File: config.mk
export PLATFORM = sky130hd
export DESIGN_NAME = ifid_queue
export DESIGN_NICKNAME = d
export VERILOG_FILES = /design/src/rtl/my_112l_pkg.sv /design/src/rtl/ifid_queue_storage.sv /design/src/rtl/ifid_queue.sv
export SDC_FILE = /design/constraint.sdc
export NUM_CORES = 1
export LEC_CHECK = 0
export ABC_AREA = 1
export BUFFER_PORTS_ARGS = -buffer_cell sky130_fd_sc_hd__buf_2
export CAP_MARGIN = 20
export CORE_MARGIN = 10
export CORE_UTILIZATION = 50
export CTS_CLUSTER_DIAMETER = 150
export DETAILED_ROUTE_END_ITERATION = 7
export PLACE_DENSITY_LB_ADDON = 0.15
export RECOVER_POWER = 50
export SETUP_SLACK_MARGIN = 0.3
export SLEW_MARGIN = 20
export SYNTH_ARGS = -nofsm -noshare
export SYNTH_HDL_FRONTEND = slang
export SYNTH_SLANG_ARGS = --single-unit
File: constraint.sdc
create_clock -name clk -period 6.25 [get_ports clk]
set_input_delay 0.9375 -clock clk [delete_from_list [all_inputs] [get_ports clk]]
set_output_delay 0.9375 -clock clk [all_outputs]
set_load 0.01 [all_outputs]
File: src/rtl/my_112l_pkg.sv
// Shared fetch/decode types: the IF_ID pipeline bundle plus instruction-queue constants.
package my_112l_pkg;

    localparam int IFQ_PC_W          = 9;
    localparam int IFQ_INS_W         = 32;
    localparam int IFQ_DEFAULT_DEPTH = 4;

    localparam logic [IFQ_INS_W-1:0] IFQ_NOP_INSTR = 32'h0000_0013;

    typedef struct packed {
        logic [IFQ_INS_W-1:0] instruction;
        logic [IFQ_PC_W-1:0]  pc;
        logic [IFQ_PC_W-1:0]  pcplus4;
    } IF_ID;

    function automatic IF_ID ifq_nop();
        IF_ID b;
        b.instruction = IFQ_NOP_INSTR;
        b.pc          = '0;
        b.pcplus4     = '0;
        return b;
    endfunction

endpackage

File: src/rtl/ifid_queue_storage.sv
// ifq_storage: DEPTH x W flop array, one synchronous write port, one combinational read port.
module ifq_storage #(
    parameter int DEPTH = 4,
    parameter int W     = 50
) (
    input  logic                     clk,
    input  logic                     we,
    input  logic [$clog2(DEPTH)-1:0] waddr,
    input  logic [W-1:0]             wdata,
    input  logic [$clog2(DEPTH)-1:0] raddr,
    output logic [W-1:0]             rdata
);
    localparam int AW = $clog2(DEPTH);

    logic [DEPTH-1:0][W-1:0] mem;

    // Contents are deliberately not reset; occupancy alone decides validity.
    for (genvar g = 0; g < DEPTH; g++) begin : g_entry
        always_ff @(posedge clk) begin
            if (we && waddr == AW'(g))
                mem[g] <= wdata;
        end
    end

    assign rdata = mem[raddr];

endmodule

File: src/rtl/ifid_queue.sv
// Fetch->decode instruction queue; optional stall/flush counters under IFQ_STATS_EN.
module ifid_queue
    import my_112l_pkg::*;
#(
    parameter int PC_W  = IFQ_PC_W,
    parameter int INS_W = IFQ_INS_W,
    parameter int DEPTH = IFQ_DEFAULT_DEPTH
) (
    input  logic                   clk,
    input  logic                   reset,
    input  IF_ID                   if_id_in,
    input  logic                   in_valid,
    input  logic                   id_ready,
    input  logic                   flush,
    output logic                   pc_write,
    output logic                   out_valid,
    output IF_ID                   if_id_out,
    output logic [$clog2(DEPTH):0] count
`ifdef IFQ_STATS_EN
    ,
    output logic [31:0]            stall_cycles,
    output logic [15:0]            flush_count
`endif
);
    localparam int AW = $clog2(DEPTH);
    localparam int BW = INS_W + 2 * PC_W;

    logic [AW-1:0] wr_ptr, rd_ptr;
    logic          push, pop;
    logic [BW-1:0] rdata;

    // Handshake flags come from registered count only, never from inputs.
    assign pc_write  = (count != (AW+1)'(DEPTH));
    assign out_valid = (count != '0);
    assign push      = in_valid & pc_write & ~flush;
    assign pop       = out_valid & id_ready & ~flush;

    always_ff @(posedge clk or posedge reset) begin
        if (reset) begin
            wr_ptr <= '0;
            rd_ptr <= '0;
            count  <= '0;
        end else if (flush) begin
            wr_ptr <= '0;
            rd_ptr <= '0;
            count  <= '0;
        end else begin
            wr_ptr <= wr_ptr + AW'(push);
            rd_ptr <= rd_ptr + AW'(pop);
            count  <= count + (AW+1)'(push) - (AW+1)'(pop);
        end
    end

    ifq_storage #(.DEPTH(DEPTH), .W(BW)) u_storage (
        .clk   (clk),
        .we    (push),
        .waddr (wr_ptr),
        .wdata (if_id_in),
        .raddr (rd_ptr),
        .rdata (rdata)
    );

    assign if_id_out = out_valid ? IF_ID'(rdata) : ifq_nop();

`ifdef IFQ_STATS_EN
    always_ff @(posedge clk or posedge reset) begin
        if (reset) begin
            stall_cycles <= '0;
            flush_count  <= '0;
        end else begin
            if (in_valid && !pc_write && stall_cycles != '1)
                stall_cycles <= stall_cycles + 32'd1;
            if (flush && flush_count != '1)
                flush_count <= flush_count + 16'd1;
        end
    end
`endif

endmodule

* After elaboration in Yosys (flattened, before gate mapping)
Index checks and enable logic that the tools add are counted.
** Operators by class
- Add/subtract/negate cells :: 4
- Multiply operators :: 0
- Div/mod/pow operators :: 0
- Order comparisons :: 1
- Eq/ne operators :: 4
- Shifts and indexed selects :: 0
- Multiplexer cells :: 6
- Bitwise gates (word level) :: 5
- Reduce and logical (&&, ||, !) cells :: 6
** Operators by type and width (count)
- $bmux W50 S2 :: 1
- $mux W50 :: 2
- $add A2 B1 Y2 :: 2
- $and A1 B1 Y1 :: 4
- $eq A2 B2 Y1 const B :: 2
- $logic_and A1 B1 Y1 :: 4
- $mux W2 :: 2
- $add A3 B1 Y3 :: 1
- $lt A2 B3 Y1 const B :: 1
- $mux W3 :: 1
- $ne A3 B3 Y1 const B :: 1
- $reduce_bool A3 Y1 :: 1
- $sub A3 B1 Y3 :: 1
- $eq A2 B1 Y1 const B :: 1
- $logic_not A2 Y1 :: 1
- $not A1 Y1 :: 1
** Storage, ports and cells
- Register bits after elaboration :: 207
- Bits in latches :: 0
- Memory bits (writable) :: 0
- Bits in read-only memories :: 0
- Bits of input ports :: 55
- Output and inout port bits :: 55
- Word-level logic and storage cells :: 33
- Memories kept :: 0

* Longest topological paths before layout
Gate-level depths: netlist of run 1.
- Depth in word-level cells :: 6
- Gate-level depth with buffers :: 12
- Mapped depth without buffers :: 12

* By module
Synthesis of run 1 repeated with hierarchy kept, for this count alone.
** Second synthesis, totals
- Cell total of the unflattened synthesis :: 936
- Area, all modules :: 9252.6 um^2
** Modules (own cells, without submodules)
- ifq_storage :: times used 1, cells an instance 791, area an instance 8459.4 um^2, seq. area each 6005.8 um^2
- ifid_queue :: times used 1, cells an instance 145, area an instance 793.3 um^2, seq. area each 175.2 um^2

* Worst setup path before layout of run 1
OpenSTA, ideal clock, no wires.
- Path type :: in2reg
- From :: input port in_valid
- To :: register u_storage.mem[0] (netlist bit), enable pin
- Library setup time :: 0.520 ns
- Arrival :: 4.688 ns
- Data required time :: 5.730 ns
- Path slack :: 1.043 ns
- Stages on the path :: 4
- Buffers on the path :: 0
- Path through :: inv_1 -> nor2_1 -> nand2_1 -> nor3_1
** Between the ends
- Word-level cells in the longest chain between the ends :: 3
** Ends and longest elaborated chain
- start: declaration :: line ifid_queue.sv:12 : input logic in_valid,
- $and A1 B1 Y1 (2 in a row) :: line ifid_queue.sv:35 : assign push = in_valid & pc_write & ~flush;
- $logic_and A1 B1 Y1 :: line ifid_queue_storage.sv:20 : if (we && waddr == AW'(g))
- end signal: indexed assignment :: line ifid_queue_storage.sv:21 : mem[g] <= wdata;
- end: declaration :: line ifid_queue_storage.sv:15 : logic [DEPTH-1:0][W-1:0] mem;
No other way between the ends.
A chain may end at the register's enable or synchronous reset.

==> flow_metrics.tcl, run 1 <==
set metrics [dict create \
    ios 110 \
    grt_first_pass_wirelength_um 28030 \
    cts_tree "built" \
    crit_arrival_ns 3.66 \
    finalSetupViolCount 0 \
    vias 5275 \
    cts_sinks 207 \
    finalCritPeriodShare_pct 73.59 \
    placed_cells_incl_taps 989 \
    syn_nets 747 \
    die_h_um 149.9 \
    cts_setup_buffers 0 \
    core_area_um2 16580 \
    drtPass1Iterations 5 \
    wire_per_inst_um 17.30 \
    worstMarginPinSlew_ns 1.181 \
    htreeDepth 1 \
    cts.path.max_buffers 3 \
    die-width_um 149.9 \
    ir_worst_vdd_mv 0.2043 \
    grt_start_max_net_pins 98 \
    num_rows 47 \
    crit_type "reg -> out" \
    yosysWarnings 0 \
    clk_latency_ns 0.48 \
    power.leakage_nw 3.655 \
    dieArea_um2 22470 \
    grt_pass1_vias 5256 \
    slew_headroom_pct 21.24 \
    drive_gt1_share_pct 14.76 \
    initial_core_util_pct 50.88 \
    final_util_pct 57.77 \
    crit_start "rd_ptr[0]" \
    p_per_area_nw_per_um2 389.5 \
    clk_pin_slew_worst_paths_ns 0.06 \
    rr_startpoint "count[1]" \
    wirelength_um 17770 \
    io_buffer_count 109 \
    max_freq_mhz 217.4 \
    vias_per_cell 5.136 \
    grt_usage_pct 15.70 \
    ys_top_cells_by_area "edfxtp_1, nand2_1, nor2_1" \
    fill_cells 1393 \
    fin_worst_skew_ns 0.007625 \
    worstPathRequired_ns 5.31 \
    syn2layout_area_growth_pct 13.54 \
    rrSetupSlack_ns 3.63 \
    holdWs_ns 0.3891 \
    synth_top_area_cell "edfxtp_1" \
    drv_slew 0 \
    place_area_um2 9016 \
    hp-class "in -> async" \
    numCtsBuffers 21 \
    critPathLaunchType "flip-flop" \
    ant_nets 0 \
    outcome "finished, final reports clean" \
    seq_area_frac_synth_pct 73.25 \
    layout.nets 850 \
    fin_area_um2 9580 \
    synth_top_area_share_pct 71.17 \
    grt_overflow 0 \
    syn_area_per_cell_um2 12.25 \
    drt_iter0_drc 358 \
    syn_inst 689 \
    root_buffer "clkbuf_16" \
    min_period_ns 4.600 \
    dp_slack_ns 2.779 \
    cap_viol_max_count 0 \
    hpwlAfterDp_um 10310 \
    endpoint_kind "output pin" \
    netlist-cell-type-count 24 \
    holdBufCountCts 0 \
    final_cells 1027 \
    fin_ws_ns 1.650 \
    finalSetupTns_ns 0 \
    rsz0062_at_grt "false" \
    drc 0 \
    hold_viol_final 0 \
    cp_max_fo 59 \
    antenna_found_initial 1 \
    cts_resized 0 \
    syn_area_um2 8438 \
    ys_ff_latch 207 \
    report.power.total_mw 3.731 \
    routabilityCongestion 0.7419 \
]
==> worst paths after layout <==
path,endpoint,depth (start not counted)
worst min register to register,wr_ptr[0],1
max in group asynchronous,rd_ptr[1],2
worst max register to register,u_storage.mem[125],5
worst max-delay path,if_id_out[15],7
worst min-delay path,rd_ptr[0],2
min in group clk,wr_ptr[0],1
==> where the power goes <==
part           total [mW]  leakage [nW]  switching (mW)  internal, mW
sequential           1.66          1.91          0.0451          1.61
combinational       0.908          1.42           0.629         0.279
clock                1.17         0.322           0.484         0.683
==> cells in the mapped netlist (all sizes together) <==
| library cell | instances |
|---|---|
| nand3 | 4 |
| ha | 2 |
| dfrtp | 7 |
| nor3 | 2 |
| fa | 1 |
| nand2 | 211 |
| nand3b | 1 |
| nor2 | 104 |
| xor2 | 1 |
| edfxtp | 200 |
| a21oi | 53 |
| xnor2 | 1 |
| o21ai | 51 |
| inv | 15 |
| buf | 32 |
| clkbuf | 4 |
==> state kept, by name (all words and copies together) (netlist names) <==
register,flops
u_storage.mem,200
count,3
rd_ptr,2
wr_ptr,2
==> layer usage <==
metal  part of all wire (%)  GRT usage (%)  vias to the layer above  wire, µm
met2                     50          26.42                      147      8908
met5                      0              0                        -         0
met4                    1.6          4.227                        0       278
li1                       -              -                     2565         -
met1                     41          19.86                     2539      7365
met3                    6.8          3.865                       24      1214
==> critical path, stage by stage (launching register included) <==
cell	delay, ns
dfrtp_1	1.12
clkinv_2	0.88
buf_4	0.59
nand2_1	0.15
nand2_1	0.06
nand2_1	0.06
a21oi_1	0.09
buf_2	0.17
==> layout make-up <==
| cell class | count | area [µm²] | area share (%) |
|---|---|---|---|
| Inverter | 15 | 60.06 | 0.6269 |
| Tap cell | 220 | 275.3 | 2.873 |
| Multi-Input combinational cell | 431 | 1891 | 19.73 |
| Antenna cell | 1 | 2.502 | 0.02612 |
| Clock inverter | 9 | 68.82 | 0.7183 |
| Sequential cell | 207 | 6181 | 64.52 |
| Clock buffer | 28 | 571.8 | 5.968 |
| Timing Repair Buffer | 116 | 530.5 | 5.537 |
==> logic make-up after synthesis <==
group                    Yosys count  synth area share (%)
AO/OA/AOI/OAI                    104                 7.058
AND/OR/NAND/NOR                  322                 14.49
buffers and inverters             51                 4.463
XOR/XNOR                           2                0.2076
flip-flops                       207                 73.25
adder cells (fa/ha/maj)            3                0.5338
==> placed cells by master, fill, tap and decap left out <==
cell type	Yosys	final
nand2_1	210	210
edfxtp_1	200	200
nor2_1	104	104
clkbuf_1	1	59
buf_2	8	55
o21ai_1	47	47
a21oi_1	33	33
clkbuf_16	0	21
a21oi_2	20	20
inv_1	12	12
clkinv_2	0	8
dfrtp_1	7	7
buf_4	3	7
nand3_1	4	4
o21ai_0	4	4
nor3_2	0	2
ha_1	2	2
clkbuf_8	0	2
diode_2	0	1
nand2_2	1	1
inv_4	1	1
inv_2	2	1
nand3b_1	1	1
xnor2_1	1	1
xor2_1	1	1
fa_1	1	1
bufinv_16	0	1
clkinv_1	0	1
(Power assumes the default switching activity.)
==> run 2, diff against run 1 <==
Settings changed: ABC_AREA 1 to 0.
Clock period 6.25 ns to 4.7 ns, I/O delays scaled along.
==> flow_metrics.tcl, run 2 <==
set metrics [dict create \
    outcome "finished, violations left" \
    violations "capacitance limit, slew limit" \
    cts.path.max_buffers 3 \
    crit_type "reg -> out" \
    mostFrequentLayoutCell "edfxtp_1" \
    yosysWarnings 0 \
    ys_ff_latch 207 \
    critPathTopFamily "flip-flops" \
    largest_reg_flops 200 \
    report.power.total_mw 4.718 \
    root_buffer "clkbuf_16" \
    syn2layout_area_growth_pct 18.06 \
    fin_ws_ns 1.444 \
    layout.nets 544 \
    hold_viol_final 0 \
    cts_sinks 207 \
    syn_area_um2 8028 \
    ys_top_cells_by_area "edfxtp_1, mux4_2, and2b_1" \
    synth_common_cells "edfxtp_1, mux4_2, and2b_1" \
    syn_nets 420 \
    worstPathRequired_ns 3.99 \
    initial_core_util_pct 50.72 \
    vias_per_cell 5.355 \
    min_period_ns 3.256 \
    synth_top_area_cell "edfxtp_1" \
    grt_start_max_net_pins 53 \
    synth.most_common_cell "edfxtp_1" \
    rrSetupSlack_ns 1.67 \
    wire_per_inst_um 21.64 \
    cts_setup_buffers 0 \
    cts_tree "built" \
    crit_arrival_ns 2.55 \
    hp-class "in -> async" \
    syn_area_per_cell_um2 22.18 \
    seqCellArea_um2 6186 \
    hpwlAfterDp_um 9200 \
    drive_gt1_share_pct 29.08 \
    reg.largest.list "u_storage.mem x200, count x3" \
    cp_max_fo 28 \
    layout_common_cells "edfxtp_1, clkbuf_1, buf_2" \
    async_flop_share_pct 3.382 \
    endpoint_kind "output pin" \
    pwr-share-comb_pct 19.5 \
    numCtsBuffers 22 \
    pwr-share-clk_pct 34.1 \
    vias 3850 \
    drc 0 \
    grt_overflow 0 \
    dieArea_um2 21520 \
    ir_worst_vdd_mv 0.3724 \
    finalSetupViolCount 0 \
    rr_startpoint "count[1]" \
    placed_cells_incl_taps 677 \
    slew_headroom_pct -2.327 \
    place_area_um2 8850 \
    p_per_area_nw_per_um2 497.8 \
    crit_cells 4 \
    finalCritPeriodShare_pct 69.27 \
    ios 110 \
    final_cells 719 \
    r2r_end "u_storage.mem[1]" \
    fill_cells 1206 \
    switchingPower_mw 1.190 \
    cp_slowest_cell "dfrtp_2" \
    cap_viol_max_count 1 \
    clk_pin_slew_worst_paths_ns 0.06 \
    rsz0062_at_grt "false" \
    num_rows 46 \
    power_frac_seq_pct 46.4 \
    cp_num_buf_inv 2 \
    top_register "u_storage.mem" \
    holdBufCountCts 0 \
    fin_worst_skew_ns 0.007248 \
    grt_usage_pct 14.32 \
    holdWs_ns 0.1526 \
    die-width_um 146.7 \
    critPathLaunchType "flip-flop" \
    grt_pass1_vias 4287 \
    netlist-cell-type-count 31 \
    p_int_mw 3.528 \
    core_area_um2 15830 \
    path_cells "buf_4 > mux4_2 > nor2b_1 > buf_2" \
    synth_edf_count 200 \
    slowest_delay_ns 0.80 \
    max_freq_mhz 307.2 \
    seq_area_frac_synth_pct 77.00 \
    routabilityCongestion 0.7282 \
    io_buffer_count 109 \
    worstMarginPinSlew_ns 1.529 \
    synth_ff_type "edfxtp_1" \
    drv_slew 16 \
    syn_inst 362 \
    drtPass1Iterations 4 \
    dp_slack_ns 1.768 \
    grt_first_pass_wirelength_um 24340 \
    power.leakage_nw 3.265 \
    cts_resized 0 \
    antenna_found_initial 1 \
    final_util_pct 59.88 \
    htreeDepth 1 \
    r2r_cells 4 \
    finalSetupTns_ns 0 \
    swShare_pct 25.23 \
    die_h_um 146.7 \
    wirelength_um 15560 \
    multi_input_area_um2 1740 \
    ant_nets 0 \
    synth_top_area_share_pct 74.81 \
    drt_iter0_drc 223 \
    fin_area_um2 9478 \
    clk_latency_ns 0.49 \
]
==> run 2: cell types whose count changed after synthesis, sizes merged, moves of 11 or more <==
cell,before,now
mux4,0,50
nor2,104,6
and2b,0,42
inv,15,4
a21oi,53,0
buf,32,11
nand2,211,2
o21ai,51,1
==> run 2: layout make-up <==
class	instances	share of cell area (%)
Tap cell	216	2.851
Clock inverter	9	0.6865
Sequential cell	207	65.27
Clock buffer	31	6.495
Multi-Input combinational cell	132	18.36
Antenna cell	1	0.02640
Inverter	4	0.1584
Timing Repair Buffer	119	6.152
==> run 2: cell families after synthesis <==
group / count (synthesis) / synth area share [%]
and+or+nand+nor: 70 / 5.829
buffers and inverters: 23 / 1.543
xor gates and xnor gates: 3 / 0.3274
adders and majority gates: 3 / 0.5611
AOI/OAI and AO/OA: 6 / 0.5768
DFF: 207 / 77.00
muxes: 50 / 14.17
==> run 2: how the worst max path moves through the flow <==
stage,start,to,slack (ns)
after floorplan,flush,u_storage.mem[150],-0.32
after global placement,rd_ptr[0],if_id_out[18],1.80
after detailed placement,rd_ptr[0],if_id_out[18],1.77
after CTS,rd_ptr[0],if_id_out[18],1.24
after global routing,rd_ptr[1],if_id_out[49],1.36
final,rd_ptr[1],if_id_out[49],1.44
==> run 2: power groups by stage <==
| stage | clock [mW] | sequential [mW] | combinational (mW) |
|---|---|---|---|
| 2_1_floorplan | 0 | 2.21 | 0.590 |
| 3_3_place_gp | 0 | 2.25 | 0.904 |
| 3_5_place_dp | 0 | 2.26 | 0.911 |
| 4_1_cts | 1.65 | 2.22 | 0.913 |
| 5_1_grt | 1.73 | 2.20 | 1.01 |
| 6_report | 1.61 | 2.19 | 0.920 |
==> run 2: layer usage <==
metal | share of wire, % | global-route usage, % | up-vias
li1 | - | - | 1716
met1 | 44 | 19.16 | 1995
met2 | 47 | 22.37 | 119
met3 | 7.3 | 4.423 | 20
met4 | 1.7 | 3.804 | 0
met5 | 0 | 0 | -
==> run 2: worst register-to-register path: stages (launching register included) <==
cell and delay (ns):
dfrtp_1 0.50, or3b_1 0.27, nand3_1 0.21, nor2_1 1.19, buf_4 0.51
==> run 3, diff against run 2 <==
Settings changed: ABC_AREA 0 to 1.
Clock period 4.7 ns to 2.89 ns, I/O delays scaled along.
==> flow_metrics.tcl, run 3 (synthesized netlist as in run 1, its figures left out) <==
set metrics [dict create \
    switchingPower_mw 2.559 \
    drive_gt1_share_pct 15.87 \
    core_area_um2 16580 \
    pwr-share-clk_pct 31.9 \
    initial_core_util_pct 50.88 \
    reg.largest.list "u_storage.mem x200, count x3" \
    critPathLaunchType "flip-flop" \
    wirelength_um 18120 \
    grt_start_max_net_pins 102 \
    die_h_um 149.9 \
    num_rows 47 \
    endpoint_kind "output pin" \
    routabilityCongestion 0.7530 \
    cp_slowest_cell "dfrtp_1" \
    worstPathRequired_ns 2.46 \
    die-width_um 149.9 \
    mostFrequentLayoutCell "nand2_1" \
    numCtsBuffers 22 \
    grt_pass1_vias 5574 \
    outcome "finished, final reports clean" \
    swShare_pct 30.52 \
    cts_tree "built" \
    root_buffer "clkbuf_16" \
    slew_headroom_pct 24.46 \
    multi_input_area_um2 1889 \
    ant_nets 0 \
    hpwlAfterDp_um 10810 \
    worstMarginPinSlew_ns 1.125 \
    seqCellArea_um2 6185 \
    finalSetupViolCount 0 \
    cp_max_fo 18 \
    p_int_mw 5.825 \
    grt_first_pass_wirelength_um 28570 \
    layout_common_cells "nand2_1, edfxtp_1, nor2_1" \
    place_area_um2 9189 \
    grt_usage_pct 15.82 \
    cts_setup_buffers 0 \
    ios 110 \
    cts_sinks 207 \
    syn2layout_area_growth_pct 17.07 \
    dp_slack_ns 0.6483 \
    drtPass1Iterations 5 \
    holdWs_ns 0.1600 \
    final_util_pct 59.57 \
    io_buffer_count 109 \
    fill_cells 1373 \
    max_freq_mhz 393.9 \
    fin_area_um2 9878 \
    finalCritPeriodShare_pct 87.85 \
    pwr-share-comb_pct 25.7 \
    slowest_delay_ns 0.43 \
    power.leakage_nw 3.777 \
    cts.path.max_buffers 3 \
    drt_iter0_drc 316 \
    wire_per_inst_um 17.41 \
    crit_arrival_ns 2.11 \
    clk_pin_slew_worst_paths_ns 0.06 \
    layout.nets 861 \
    vias_per_cell 5.125 \
    grt_overflow 0 \
    top_register "u_storage.mem" \
    vias 5335 \
    clk_latency_ns 0.49 \
    power_frac_seq_pct 42.4 \
    cap_viol_max_count 0 \
    hold_viol_final 0 \
    dieArea_um2 22470 \
    hp-class "in -> reg" \
    ir_worst_vdd_mv 0.4811 \
    min_period_ns 2.539 \
    fin_ws_ns 0.3511 \
    path_cells "nor2_1 > nand2_1 > inv_6 > buf_6 > a21oi_1 > buf_2" \
    antenna_found_initial 3 \
    drc 0 \
    htreeDepth 1 \
    p_per_area_nw_per_um2 848.7 \
    drv_slew 0 \
    rsz0062_at_grt "true" \
    fin_worst_skew_ns 0.009419 \
    crit_type "reg -> out" \
    largest_reg_flops 200 \
    finalSetupTns_ns 0 \
]
run 3: cell types whose count changed in the layout (fill, tap and decap cells not counted), moves of 5 or more:
| cell | before | now |
|---|---|---|
| nand2_1 | 2 | 211 |
| nor2_1 | 5 | 104 |
| mux4_2 | 47 | 0 |
| o21ai_1 | 0 | 47 |
| and2b_1 | 42 | 0 |
| a21oi_1 | 0 | 33 |
| a21oi_2 | 0 | 20 |
| inv_1 | 4 | 12 |
| nor2b_1 | 8 | 0 |
| buf_12 | 1 | 6 |
| clkbuf_8 | 1 | 6 |
run 3: stage by stage:
step                      instances  total power, mW
final                          1041            8.383
after global routing           1039            8.858
after CTS                      1038            8.480
after detailed placement        997            5.775
after global placement          997            5.735
after floorplan                 689            5.007
run 3: critical path: cells and delay by family, from the launching register on:
kind / cells / cell delay [ns]
DFF: 1 / 0.43
AOI/OAI and AO/OA: 1 / 0.10
and+or+nand+nor: 2 / 0.41
buffers and inverters: 3 / 0.66
run 3: final cells by class:
| class | count | area share (%) |
|---|---|---|
| tap | 220 | 2.787 |
| multi-input combinational | 431 | 19.13 |
| clock inverter | 5 | 0.2407 |
| sequential | 207 | 62.61 |
| timing repair buffer | 126 | 7.549 |
| inverter | 15 | 0.7473 |
| clock buffer | 35 | 6.890 |
| antenna | 2 | 0.05066 |
run 3: final timing paths:
| kind | start | endpoint | slack (ns) | cells past startpoint |
|---|---|---|---|---|
| hold / removal | flush | rd_ptr[1] | 0.16 | 2 |
| max in group asynchronous | reset | rd_ptr[0] | 2.23 | 3 |
| hold reg to reg | wr_ptr[0] | wr_ptr[0] | 0.64 | 1 |
| setup reg to reg | count[1] | u_storage.mem[137] | 0.43 | 5 |
| setup / recovery | count[1] | if_id_out[3] | 0.35 | 6 |
| min in group asynchronous | reset | count[1] | 0.41 | 3 |
run 3: repair_timing:
item | 4_1_cts | 5_1_grt
hold endpoints to repair | 7 | 0
hold buffers | 1 | 0
pin swaps | 0 | 0
setup endpoints to repair | 32 | 26
cloned | 0 | 1
gates resized for setup | 4 | 5
run 3: power by group through the flow:
stage	clock network (mW)	registers (mW)	logic, mW
after global routing	2.87	3.57	2.42
after CTS	2.74	3.56	2.18
after floorplan	0	3.61	1.39
after detailed placement	0	3.62	2.16
after global placement	0	3.61	2.12
final	2.68	3.56	2.15
run 3: per-layer routing:
| layer | vias up | GRT usage (%) | share of wire, % |
|---|---|---|---|
| li1 | 2594 | - | - |
| met1 | 2573 | 19.32 | 42 |
| met2 | 136 | 26.86 | 49 |
| met3 | 30 | 4.106 | 6.8 |
| met4 | 2 | 5.053 | 2.0 |
| met5 | - | 0 | 0.11 |
